==> src/rtl/zeroheti_apb_timer_group_if.sv <==
// APB completer-side bus bundle for the zeroHETI timer group; the master drives
// the request, the slave answers in the same access phase (no wait states).
interface zeroheti_apb_timer_group_if #(
  parameter int unsigned AddrWidth = 12
);
  logic                 psel;
  logic                 penable;
  logic                 pwrite;
  logic [AddrWidth-1:0] paddr;
  logic [31:0]          pwdata;
  logic [3:0]           pstrb;
  logic [31:0]          prdata;
  logic                 pready;
  logic                 pslverr;

  modport master (
    output psel, penable, pwrite, paddr, pwdata, pstrb,
    input  prdata, pready, pslverr
  );

  modport slave (
    input  psel, penable, pwrite, paddr, pwdata, pstrb,
    output prdata, pready, pslverr
  );
endinterface

==> src/rtl/zeroheti_apb_timer_group.sv <==
// NumTimers prescaled 32-bit APB timers, one interrupt line each; zero-wait-state APB.
// Define ZEROHETI_TG_IRQ_PULSE_EN for one-cycle irq pulses on pending rise instead of level irqs.
module zeroheti_apb_timer_group #(
  parameter int unsigned NumTimers = 2,
  parameter int unsigned AddrWidth = 12
) (
  input  logic                         clk_i,
  input  logic                         rst_i,
  zeroheti_apb_timer_group_if.slave    apb,
  output logic [NumTimers-1:0]         irq_o
);

  localparam int unsigned TselW = AddrWidth - 4;

  typedef enum logic {
    IDLE = 1'b0,
    RUN  = 1'b1
  } state_e;

  function automatic logic [31:0] merge(input logic [31:0] old, input logic [31:0] wd,
                                        input logic [3:0] strb);
    merge = old;
    for (int b = 0; b < 4; b++) begin
      if (strb[b]) merge[8*b +: 8] = wd[8*b +: 8];
    end
  endfunction

  // Register state
  state_e               state_q    [NumTimers];
  state_e               state_d    [NumTimers];
  logic [7:0]           prescale_q [NumTimers];
  logic [7:0]           prescale_d [NumTimers];
  logic [7:0]           pre_q      [NumTimers];
  logic [7:0]           pre_d      [NumTimers];
  logic [31:0]          count_q    [NumTimers];
  logic [31:0]          count_d    [NumTimers];
  logic [31:0]          cmp_q      [NumTimers];
  logic [31:0]          cmp_d      [NumTimers];
  logic [NumTimers-1:0] periodic_q, periodic_d;
  logic [NumTimers-1:0] irq_en_q, irq_en_d;
  logic [NumTimers-1:0] pending_q, pending_d;

  // Bus decode
  logic                 access;
  logic                 addr_err;
  logic                 wr_ok;
  logic [AddrWidth-1:0] addr;
  logic [TselW-1:0]     tsel;
  logic [1:0]           rsel;
  logic [31:0]          rdata;

  assign access   = apb.psel & apb.penable;
  assign addr     = apb.paddr;
  assign tsel     = addr[AddrWidth-1:4];
  assign rsel     = addr[3:2];
  assign addr_err = (addr[1:0] != 2'b00) || (32'(addr) >= 32'(16 * NumTimers));
  assign wr_ok    = access & apb.pwrite & ~addr_err;

  logic [NumTimers-1:0] ctrl_wr, count_wr, cmp_wr, stat_wr;
  logic [NumTimers-1:0] tick, match;
  logic [31:0]          ctrl_rd  [NumTimers];
  logic [31:0]          ctrl_new [NumTimers];

  for (genvar g = 0; g < NumTimers; g++) begin : g_dec
    logic hit;
    assign hit         = wr_ok && (tsel == TselW'(g));
    assign ctrl_wr[g]  = hit && (rsel == 2'd0);
    assign count_wr[g] = hit && (rsel == 2'd1);
    assign cmp_wr[g]   = hit && (rsel == 2'd2);
    assign stat_wr[g]  = hit && (rsel == 2'd3);
    assign ctrl_rd[g]  = {16'b0, prescale_q[g], 5'b0, irq_en_q[g], periodic_q[g],
                          state_q[g] == RUN};
    assign ctrl_new[g] = merge(ctrl_rd[g], apb.pwdata, apb.pstrb);
    assign tick[g]     = (state_q[g] == RUN) && (pre_q[g] == prescale_q[g]);
    // The compare always sees the pre-write COUNT, so a same-cycle write cannot hide a match.
    assign match[g]    = tick[g] && (count_q[g] == cmp_q[g]);
  end

  // Next-state logic for every timer
  always_comb begin
    periodic_d = periodic_q;
    irq_en_d   = irq_en_q;
    pending_d  = pending_q;
    for (int i = 0; i < NumTimers; i++) begin
      state_d[i]    = state_q[i];
      prescale_d[i] = prescale_q[i];
      pre_d[i]      = pre_q[i];
      count_d[i]    = count_q[i];
      cmp_d[i]      = cmp_q[i];

      if (ctrl_wr[i]) begin
        pre_d[i] = 8'd0;
      end else if (state_q[i] == RUN) begin
        pre_d[i] = tick[i] ? 8'd0 : pre_q[i] + 8'd1;
      end

      if (count_wr[i]) begin
        count_d[i] = merge(count_q[i], apb.pwdata, apb.pstrb);
      end else if (tick[i]) begin
        if (match[i]) count_d[i] = periodic_q[i] ? 32'd0 : count_q[i];
        else          count_d[i] = count_q[i] + 32'd1;
      end

      if (cmp_wr[i]) cmp_d[i] = merge(cmp_q[i], apb.pwdata, apb.pstrb);

      if (ctrl_wr[i]) begin
        periodic_d[i] = ctrl_new[i][1];
        irq_en_d[i]   = ctrl_new[i][2];
        prescale_d[i] = ctrl_new[i][15:8];
      end
      // A software write to the enable byte wins over a one-shot auto-stop.
      if (ctrl_wr[i] && apb.pstrb[0]) begin
        state_d[i] = ctrl_new[i][0] ? RUN : IDLE;
      end else if (match[i] && !periodic_q[i]) begin
        state_d[i] = IDLE;
      end

      if (match[i]) begin
        pending_d[i] = 1'b1;
      end else if (stat_wr[i] && apb.pstrb[0] && apb.pwdata[0]) begin
        pending_d[i] = 1'b0;
      end
    end
  end

  always_ff @(posedge clk_i or posedge rst_i) begin
    if (rst_i) begin
      periodic_q <= '0;
      irq_en_q   <= '0;
      pending_q  <= '0;
      for (int i = 0; i < NumTimers; i++) begin
        state_q[i]    <= IDLE;
        prescale_q[i] <= 8'd0;
        pre_q[i]      <= 8'd0;
        count_q[i]    <= 32'd0;
        cmp_q[i]      <= 32'd0;
      end
    end else begin
      periodic_q <= periodic_d;
      irq_en_q   <= irq_en_d;
      pending_q  <= pending_d;
      for (int i = 0; i < NumTimers; i++) begin
        state_q[i]    <= state_d[i];
        prescale_q[i] <= prescale_d[i];
        pre_q[i]      <= pre_d[i];
        count_q[i]    <= count_d[i];
        cmp_q[i]      <= cmp_d[i];
      end
    end
  end

  // Read mux
  always_comb begin
    rdata = 32'd0;
    for (int i = 0; i < NumTimers; i++) begin
      if (tsel == TselW'(i)) begin
        case (rsel)
          2'd0:    rdata = ctrl_rd[i];
          2'd1:    rdata = count_q[i];
          2'd2:    rdata = cmp_q[i];
          default: rdata = {31'b0, pending_q[i]};
        endcase
      end
    end
  end

  assign apb.pready  = access;
  assign apb.pslverr = access & addr_err;
  assign apb.prdata  = (access && !addr_err) ? rdata : 32'd0;

`ifdef ZEROHETI_TG_IRQ_PULSE_EN
  logic [NumTimers-1:0] pending_prev_q;

  always_ff @(posedge clk_i or posedge rst_i) begin
    if (rst_i) pending_prev_q <= '0;
    else       pending_prev_q <= pending_q;
  end

  assign irq_o = pending_q & ~pending_prev_q & irq_en_q;
`else
  assign irq_o = pending_q & irq_en_q;
`endif

endmodule
==> src/flat_wrapper.sv <==
// flat-port wrapper written by rule: the top's interface ports become plain ports
module zeroheti_apb_timer_group_flat 
#(
  parameter int unsigned NumTimers = 2,
  parameter int unsigned AddrWidth = 12
)
  (clk_i, rst_i, irq_o, apb_psel, apb_penable, apb_pwrite, apb_paddr, apb_pwdata, apb_pstrb, apb_prdata, apb_pready, apb_pslverr);
  zeroheti_apb_timer_group_if #(.AddrWidth(AddrWidth)) apb_i ();
  input  logic clk_i;
  input  logic rst_i;
  output logic [NumTimers-1:0] irq_o;
  input wire logic [$bits(apb_i.psel)-1:0] apb_psel;
  input wire logic [$bits(apb_i.penable)-1:0] apb_penable;
  input wire logic [$bits(apb_i.pwrite)-1:0] apb_pwrite;
  input wire logic [$bits(apb_i.paddr)-1:0] apb_paddr;
  input wire logic [$bits(apb_i.pwdata)-1:0] apb_pwdata;
  input wire logic [$bits(apb_i.pstrb)-1:0] apb_pstrb;
  output wire logic [$bits(apb_i.prdata)-1:0] apb_prdata;
  output wire logic [$bits(apb_i.pready)-1:0] apb_pready;
  output wire logic [$bits(apb_i.pslverr)-1:0] apb_pslverr;
  assign apb_i.psel = apb_psel;
  assign apb_i.penable = apb_penable;
  assign apb_i.pwrite = apb_pwrite;
  assign apb_i.paddr = apb_paddr;
  assign apb_i.pwdata = apb_pwdata;
  assign apb_i.pstrb = apb_pstrb;
  assign apb_prdata = apb_i.prdata;
  assign apb_pready = apb_i.pready;
  assign apb_pslverr = apb_i.pslverr;
  zeroheti_apb_timer_group #(.NumTimers(NumTimers), .AddrWidth(AddrWidth)) u_core (.clk_i(clk_i), .rst_i(rst_i), .apb(apb_i), .irq_o(irq_o));
endmodule
==> config.mk <==
export PLATFORM = sky130hd
export DESIGN_NAME = zeroheti_apb_timer_group_flat
export DESIGN_NICKNAME = d
export VERILOG_FILES = /design/src/rtl/zeroheti_apb_timer_group_if.sv /design/src/rtl/zeroheti_apb_timer_group.sv /design/src/flat_wrapper.sv
export SDC_FILE = /design/constraint.sdc
export NUM_CORES = 1
export LEC_CHECK = 0
export ABC_AREA = 1
export CORE_MARGIN = 2
export CORE_UTILIZATION = 65
export DETAILED_ROUTE_END_ITERATION = 7
export HOLD_SLACK_MARGIN = 0.08
export PLACE_DENSITY = 0.87
export SYNTH_ARGS = -nofsm -noshare
export SYNTH_HDL_FRONTEND = slang
export SYNTH_SLANG_ARGS = --single-unit
==> constraint.sdc <==
create_clock -name clk_i -period 17.3 [get_ports clk_i]
set_input_delay 3.46 -clock clk_i [delete_from_list [all_inputs] [get_ports clk_i]]
set_output_delay 3.46 -clock clk_i [all_outputs]
set_load 0.01 [all_outputs]
After elaboration in Yosys (flattened, before gate mapping)

Index checks and enable logic that the tools add are counted.

Word-level logic and storage cells: 150
Output and inout bits: 36
Flip-flop bits (word level): 168
Bits of input ports: 53

Equal/unequal tests: 18
$add $sub $neg: 4
Muxes and demuxes: 35
Reduce and logical (&&, ||, !) cells: 58
Magnitude comparators: 1
Bitwise operators: 6

Operators by type and width:

| operator                                                                             | count |
|---|---|
| 32-bit two-way mux                                                                   | 11 |
| 32-bit one-hot mux with 3 select lines                                               | 2 |
| 8-bit two-way mux                                                                    | 10 |
| 32-bit by 1-bit adder with 32-bit output, second input constant                      | 2 |
| 32-bit equality test                                                                 | 2 |
| 2-bit AND reduction                                                                  | 12 |
| 3-bit AND reduction                                                                  | 8 |
| 1-bit logical AND                                                                    | 23 |
| 2-bit nonzero test                                                                   | 9 |
| 8-bit by 1-bit adder with 8-bit output, second input constant                        | 2 |
| 8-bit equality test                                                                  | 2 |
| 2-bit != test, second input constant                                                 | 8 |
| 12-bit by 6-bit greater-or-equal comparator with 1-bit output, second input constant | 1 |
| 1-bit two-way mux                                                                    | 12 |
| 8-bit by 1-bit equality test with 1-bit output, second input constant                | 1 |
| 8-bit zero test                                                                      | 1 |
| 3-bit by 1-bit != test with 1-bit output, second input constant                      | 2 |
| 1-bit AND                                                                            | 4 |
| 2-bit equality test, second input constant                                           | 2 |
| 1-bit zero test                                                                      | 3 |
| 2-bit AND                                                                            | 1 |
| 2-bit by 1-bit equality test with 1-bit output, second input constant                | 1 |
| 2-bit zero test                                                                      | 1 |
| 1-bit logical OR                                                                     | 1 |
| 1-bit NOT                                                                            | 1 |

Logic depth before layout (Yosys ltp)

Gate-level depths: netlist (run 1).

Word-level depth: 10
Gate-level depth with buffers: 15
Mapped depth without buffers: 14

Worst setup path after synthesis (run 1)

No wires, ideal clock.

Path type: input port to output port
From: input apb_paddr[9]
To: output apb_prdata[31]
Path buffers: 2
Data required time: 13.840 ns
Data arrival time: 4.766 ns
Setup slack: 9.074 ns
Stages on the path: 9
Cell sequence: inv_1 -> nand2_1 -> nor2_1 -> nand3_2 -> nor2_1 -> buf_4 -> clkbuf_1 -> nand2_1 -> a21oi_1

Cells in the longest elaborated chain, start to end: 5
Elaborated cells between the ends (all ways): 9

RTL lines:

| what                                                          | line                            | source |
|---|---|---|
| start: declaration                                            | flat_wrapper.sv:15              | `input wire logic [$bits(apb_i.paddr)-1:0] apb_paddr;` |
| 12-bit by 6-bit greater-or-equal comparator with 1-bit output | zeroheti_apb_timer_group.sv:56  | `assign addr_err = (addr[1:0] != 2'b00) \|\| (32'(addr) >= 32'(16 * NumTimers));` |
| 1-bit logical OR                                              | zeroheti_apb_timer_group.sv:56  |  |
| 1-bit zero test                                               | zeroheti_apb_timer_group.sv:169 | `assign apb.prdata = (access && !addr_err) ? rdata : 32'd0;` |
| 1-bit logical AND                                             | zeroheti_apb_timer_group.sv:169 |  |
| 32-bit two-way mux *                                          | zeroheti_apb_timer_group.sv:169 |  |
| end: declaration                                              | flat_wrapper.sv:18              | `output wire logic [$bits(apb_i.prdata)-1:0] apb_prdata;` |

Mark *: on every way between the ends. The rest lies on a longest branch, timed or not.

Worst setup path in the final report (run 1)

From: input apb_paddr[7]
To: output apb_prdata[12]

Same word-level chain as after synthesis.

==> results.json, run 1 <==
{
  "synthSimpleGateAreaFrac_pct": 41.0,
  "htreeDepth": 4,
  "ys_seq_area_share_pct": 33.4,
  "grt_overflow": 0,
  "start_util_pct": 66.8,
  "ys_async_sr_fraction_pct": 100,
  "stdcell_count": 2389,
  "fin_area_sq_mm": 0.0142,
  "seqCellArea_sq_mm": 0.00420,
  "wl_per_cell_microns": 18.8,
  "clock-root-buffer": "clkbuf_16",
  "die-area_sq_mm": 0.0205,
  "synth_ff_type": "dfrtp_1",
  "status": "finished clean",
  "cts_sinks": 168,
  "postCtsSetupRepairBufs": 0,
  "numCtsBuffers": 17,
  "power_frac_seq_pct": 47.4,
  "fillers": 1540,
  "intPower_uw": 604,
  "cts_tree": "done",
  "worst_pin_slew_ps": 904,
  "grt_max_degree": 72,
  "io_pins": 89,
  "period_needed_ps": 9550,
  "path_max_fanout": 33,
  "synthMuxAreaShare_pct": 0,
  "dp.cells": 2357,
  "synth-edff-count": 0,
  "pwr-share-clk_pct": 46.8,
  "power_leakage_uw": 0.00694,
  "max_freq_mhz": 105,
  "grt_pass1_wl_microns": 70100,
  "grt_pass1_vias": 13100,
  "cp.arrival_ps": 6090,
  "place_congestion": 1.04,
  "hp-class": "reg2reg",
  "cp-end-kind": "output pin",
  "worst_ir_drop_vdd_v": 0.0000646,
  "hold_slack_ps": 509,
  "drtPass1Iterations": 8,
  "synthAdderAreaFrac_pct": 0.398,
  "worstSetupPathType": "in2out",
  "slew_headroom_pct": 39.8,
  "maxCapViolations": 0,
  "syn_to_final_growth_pct": 12.7,
  "nNetsFinal": 2173,
  "synth_seq_cells": 168,
  "port_buffers": 88,
  "synth_cell_types": 40,
  "drv_slew": 0,
  "core_sq_mm": 0.0188,
  "drc": 0,
  "setup_viol": 0,
  "fin_setup_tns_ps": 0,
  "postPlaceCellArea_sq_mm": 0.0136,
  "synth_nets": 2118,
  "power.switching_uw": 224,
  "antenna_left": 0,
  "die_h_microns": 143,
  "via_per_inst": 6.03,
  "ys_warn_count": 0,
  "final_layout_size_suffix_gt1_share_pct": 4.51,
  "hold_violations": 0,
  "multiInputGateArea_sq_mm": 0.00711,
  "synth_xor_area_share_pct": 2.92,
  "cts_resized": 0,
  "required_ps": 13840,
  "fin_util_pct": 75.3,
  "routed_wirelength_microns": 44800,
  "cp-start-kind": "primary input",
  "clockBufferDepth": 2,
  "p_sw_share_pct": 27.0,
  "p_per_area_mw_per_mm2": 58.4,
  "diodes": 0,
  "netlist_area_sq_mm": 0.0126,
  "period_share_pct": 55.2,
  "holdBufCountCts": 0,
  "synth_top_family_by_area": "simple AND/OR/NAND/NOR gates",
  "syn_avg_cell_area_sq_um": 6.10,
  "via_count": 14400,
  "hpwl_microns": 34000,
  "clk_latency_ps": 440,
  "num_rows": 50,
  "track_usage_pct": 44.5,
  "die_w_microns": 143,
  "synth_compound_area_share_pct": 12.2,
  "synth_cells": 2061,
  "rsz0062_at_grt": "no",
  "antenna_found_initial": 0,
  "skew_ps": 12.4,
  "cts.clk_slew.worst_paths_ps": 80,
  "drt_iter0_drc": 2039,
  "p_comb_share_pct": 5.8
}
-- synth_stat cells (2+ instances only) --
library cell | instances | area share [%]
nor3b_1 | 2 | 0.12
o21a_1 | 3 | 0.18
a21oi_1 | 26 | 1.0
nand4_1 | 43 | 2.1
nand2_2 | 20 | 0.99
o22ai_1 | 42 | 2.1
inv_2 | 14 | 0.42
o21ai_0 | 75 | 3.0
nor3_1 | 28 | 1.1
ha_1 | 4 | 0.40
nand3_2 | 7 | 0.56
inv_1 | 252 | 7.5
a31oi_1 | 2 | 0.099
nor2_1 | 169 | 5.0
clkbuf_2 | 2 | 0.080
nand3b_1 | 2 | 0.12
xor2_1 | 33 | 2.3
xnor2_1 | 9 | 0.63
o21ai_1 | 84 | 3.3
buf_2 | 29 | 1.2
dfrtp_1 | 168 | 33
o211ai_1 | 3 | 0.18
nand2_1 | 864 | 26
clkbuf_1 | 28 | 0.84
a211oi_1 | 11 | 0.66
a221oi_1 | 2 | 0.14
nor2_2 | 2 | 0.099
nand3_1 | 105 | 4.2
nor2_4 | 3 | 0.27
o221ai_1 | 19 | 1.3
-- kinds of logic after synthesis --
kind of cell,after synthesis
XOR/XNOR,42
buffers and inverters,327
adder cells (fa/ha/maj),4
AO/OA/AOI/OAI,269
AND/OR/NAND/NOR,1251
flip-flops,168
-- routing by layer --
layer,up-vias,part of all wire [%],wire length [microns],GRT usage (%)
li1,6672,-,-,-
met2,1058,44,19600,67.9
met4,0,5.3,2360,21.7
met1,6484,38,17100,59.8
met5,-,0,0,0
met3,199,13,5720,10.2
-- final timing paths --
path                                     from            endpoint  slack, ps  cells past startpoint
setup / recovery                 apb_paddr[7]      apb_prdata[12]       7750                      7
hold / removal             u_core.ctrl_rd[42]  u_core.ctrl_rd[42]        510                      2
setup reg to reg            u_core.ctrl_rd[0]  u_core.count_q[10]      14460                     10
hold reg to reg            u_core.ctrl_rd[42]  u_core.ctrl_rd[42]        510                      2
max in group asynchronous               rst_i  u_core.count_q[56]      11970                      4
min in group asynchronous               rst_i     u_core.pre_q[3]       3410                      2
-- area by class of cell --
class / instances / share of cell area [%]
Timing Repair Buffer: 97 / 6.69
Tap cell: 260 / 2.29
Sequential cell: 168 / 29.6
Clock inverter: 14 / 1.04
Clock buffer: 18 / 3.10
Multi-Input combinational cell: 1566 / 50.2
Inverter: 266 / 7.08
-- power by group through the flow --
stage	combinational [uW]	sequential [uW]	clock, uW
2_1_floorplan	18.1	400	0
3_3_place_gp	46.0	400	0
3_5_place_dp	46.2	400	0
4_1_cts	46.4	392	385
5_1_grt	50.7	392	401
6_report	48.1	392	387
-- worst max-delay path, cell delays in order --
cell and delay [ps]:
clkdlybuf4s50_1 420, nor2_2 180, nand2_1 120, nor3_4 390, nand3_4 470, a211oi_1 440, clkdlybuf4s50_1 600
-- placed cells by master (no fill, tap or decap), types with 3 or more instances in the layout --
cell             count
a21oi_1             26
o221ai_1            19
xnor2_1              9
nand3_1            105
o211ai_1             3
nand2_1            862
xor2_1              33
nor2_2               3
o21ai_1             84
nor2_4               3
o22ai_1             42
ha_1                 4
clkbuf_16           17
a211oi_1            11
inv_2               14
inv_1              251
nor2_1             168
inv_6                7
clkdlybuf4s50_1     88
dfrtp_1            168
nand3_2              7
buf_4                9
o21a_1               3
o21ai_0             75
inv_8                4
nand2_2             22
nor3_1              28
nand4_1             43
-- per-stage QoR --
stage / setup slack, ps / total power, uW
2_1_floorplan: 9070 / 418
6_report: 7750 / 828
3_5_place_dp: 7800 / 446
4_1_cts: 7800 / 824
5_1_grt: 7590 / 844
3_3_place_gp: 7800 / 446
-- flip-flops by register name (all words and copies together), names as in the netlist --
register	flops
u_core.periodic_q	2
u_core.cmp_q	64
u_core.pending_q	2
u_core.irq_en_q	2
u_core.count_q	64
u_core.pre_q	16
u_core.ctrl_rd	18
Power figures use the tool's default switching activity.
==> inputs of run 2 (changes only) <==
CORE_UTILIZATION = 55   (was 65)
PLACE_DENSITY = 0.78   (was 0.87)
clock period = 8.01 ns   (was 17.3 ns; I/O delays follow)
==> results.json, run 2 (synthesis gave the netlist of run 1 again) <==
{
  "status": "finished clean",
  "cts_resized": 0,
  "antenna_left": 0,
  "cp-startpoint": "apb_paddr[7]",
  "die_w_microns": 155,
  "skew_ps": 18.6,
  "grt_max_degree": 97,
  "reg2reg_from": "u_core.ctrl_rd[0]",
  "multiInputGateArea_sq_mm": 0.00711,
  "drt_iter0_drc": 1686,
  "worstHoldStart": "u_core.ctrl_rd[42]",
  "syn_to_final_growth_pct": 13.0,
  "period_share_pct": 72.0,
  "via_count": 13900,
  "fin_setup_tns_ps": 0,
  "p_per_area_mw_per_mm2": 127,
  "cp.arrival_ps": 4170,
  "track_usage_pct": 37.3,
  "drc": 0,
  "clock-root-buffer": "clkbuf_16",
  "slew_headroom_pct": 36.2,
  "worstSetupPathType": "in2out",
  "start_util_pct": 55.7,
  "grt_overflow": 0,
  "maxCapViolations": 0,
  "fillers": 2169,
  "postCtsSetupRepairBufs": 0,
  "cts_sinks": 168,
  "worst_ir_drop_vdd_v": 0.000111,
  "clk_latency_ps": 460,
  "seqCellArea_sq_mm": 0.00420,
  "regToRegEndpoint": "u_core.count_q[20]",
  "min_to": "u_core.ctrl_rd[42]",
  "setup_viol": 0,
  "cp-end-kind": "output pin",
  "final_layout_size_suffix_gt1_share_pct": 4.46,
  "die-area_sq_mm": 0.0241,
  "grt_pass1_vias": 12700,
  "hold_depth": 2,
  "cts_tree": "done",
  "required_ps": 6410,
  "path_max_fanout": 33,
  "cp-start-kind": "primary input",
  "power_uw": 1810,
  "port_buffers": 88,
  "nNetsFinal": 2172,
  "period_needed_ps": 5770,
  "io_pins": 89,
  "antenna_found_initial": 1,
  "rsz0062_at_grt": "no",
  "clockBufferDepth": 2,
  "power_leakage_uw": 0.00694,
  "worst_pin_slew_ps": 957,
  "via_per_inst": 5.77,
  "num_rows": 55,
  "core_sq_mm": 0.0226,
  "grt_pass1_wl_microns": 69600,
  "htreeDepth": 4,
  "routed_wirelength_microns": 44100,
  "fin_util_pct": 63.0,
  "hold_violations": 0,
  "rr_worst_depth": 10,
  "final_cell_mix": "nand2_1 (862), inv_1 (251), nor2_1 (168), dfrtp_1 (168), nand3_1 (105)",
  "die_h_microns": 155,
  "layout_commonest_cell": "nand2_1",
  "r2r_setup_slack_ps": 5360,
  "numCtsBuffers": 17,
  "wl_per_cell_microns": 18.3,
  "cts.clk_slew.worst_paths_ps": 80,
  "drv_slew": 0,
  "max_freq_mhz": 173,
  "diodes": 0,
  "hp-class": "reg2reg",
  "holdBufCountCts": 0,
  "place_congestion": 0.978,
  "hpwl_microns": 33600,
  "drtPass1Iterations": 6
}
[run 2: cell count changes in the layout (fill, tap and decap cells not counted), sizes merged]
| cell | delta |
|---|---|
| clkinvlp | +1 |
| clkbuf | -1 |
| buf | -1 |
| inv | -1 |
| bufinv | +1 |
[run 2: worst max-delay path by stage]
stage | end | cells after the start
detailed placement | apb_prdata[2] | 7
floorplan | u_core.cmp_q[0] | 1
finish | apb_prdata[5] | 7
global placement | apb_prdata[2] | 7
global route | apb_prdata[5] | 7
CTS | apb_prdata[2] | 7
[run 2: power breakdown]
group	internal [uW]	switching, uW	total [uW]
clock network	448	414	862
registers	847	0.00612	847
logic	30.1	73.2	103
[run 2: final cells by class]
type	instances	area share (%)
clock inverter	15	1.22
timing repair buffer	96	6.62
inverter	266	7.06
tap	285	2.51
multi-input combinational	1566	50.0
clock buffer	17	2.99
sequential	168	29.6
[run 2: layer usage]
layer,track usage [%],up-vias,share of wire (%),wire (microns)
met4,15.6,0,4.6,2030
met5,0,-,0,0
met3,7.05,138,10,4510
met2,55.7,745,43,19000
li1,-,6663,-,-
met1,53.1,6371,42,18600
[run 2: worst max-delay path, stage by stage]
cell,delay (ps)
clkdlybuf4s50_1,420
nor2_2,170
nand2_1,110
nor3_4,350
nand3_4,450
a21oi_1,440
clkdlybuf4s50_1,610
[run 2: stage by stage]
| stage | std cells | area [sq um] | worst slack, ps | hold slack (ps) |
|---|---|---|---|---|
| floorplan | 2061 | 12600 | 1860 | 459 |
| global placement | 2381 | 13600 | 2360 | 478 |
| detailed placement | 2381 | 13600 | 2310 | 491 |
| CTS | 2413 | 14200 | 2300 | 509 |
| global route | 2413 | 14200 | 2130 | 549 |
| finish | 2413 | 14200 | 2240 | 510 |
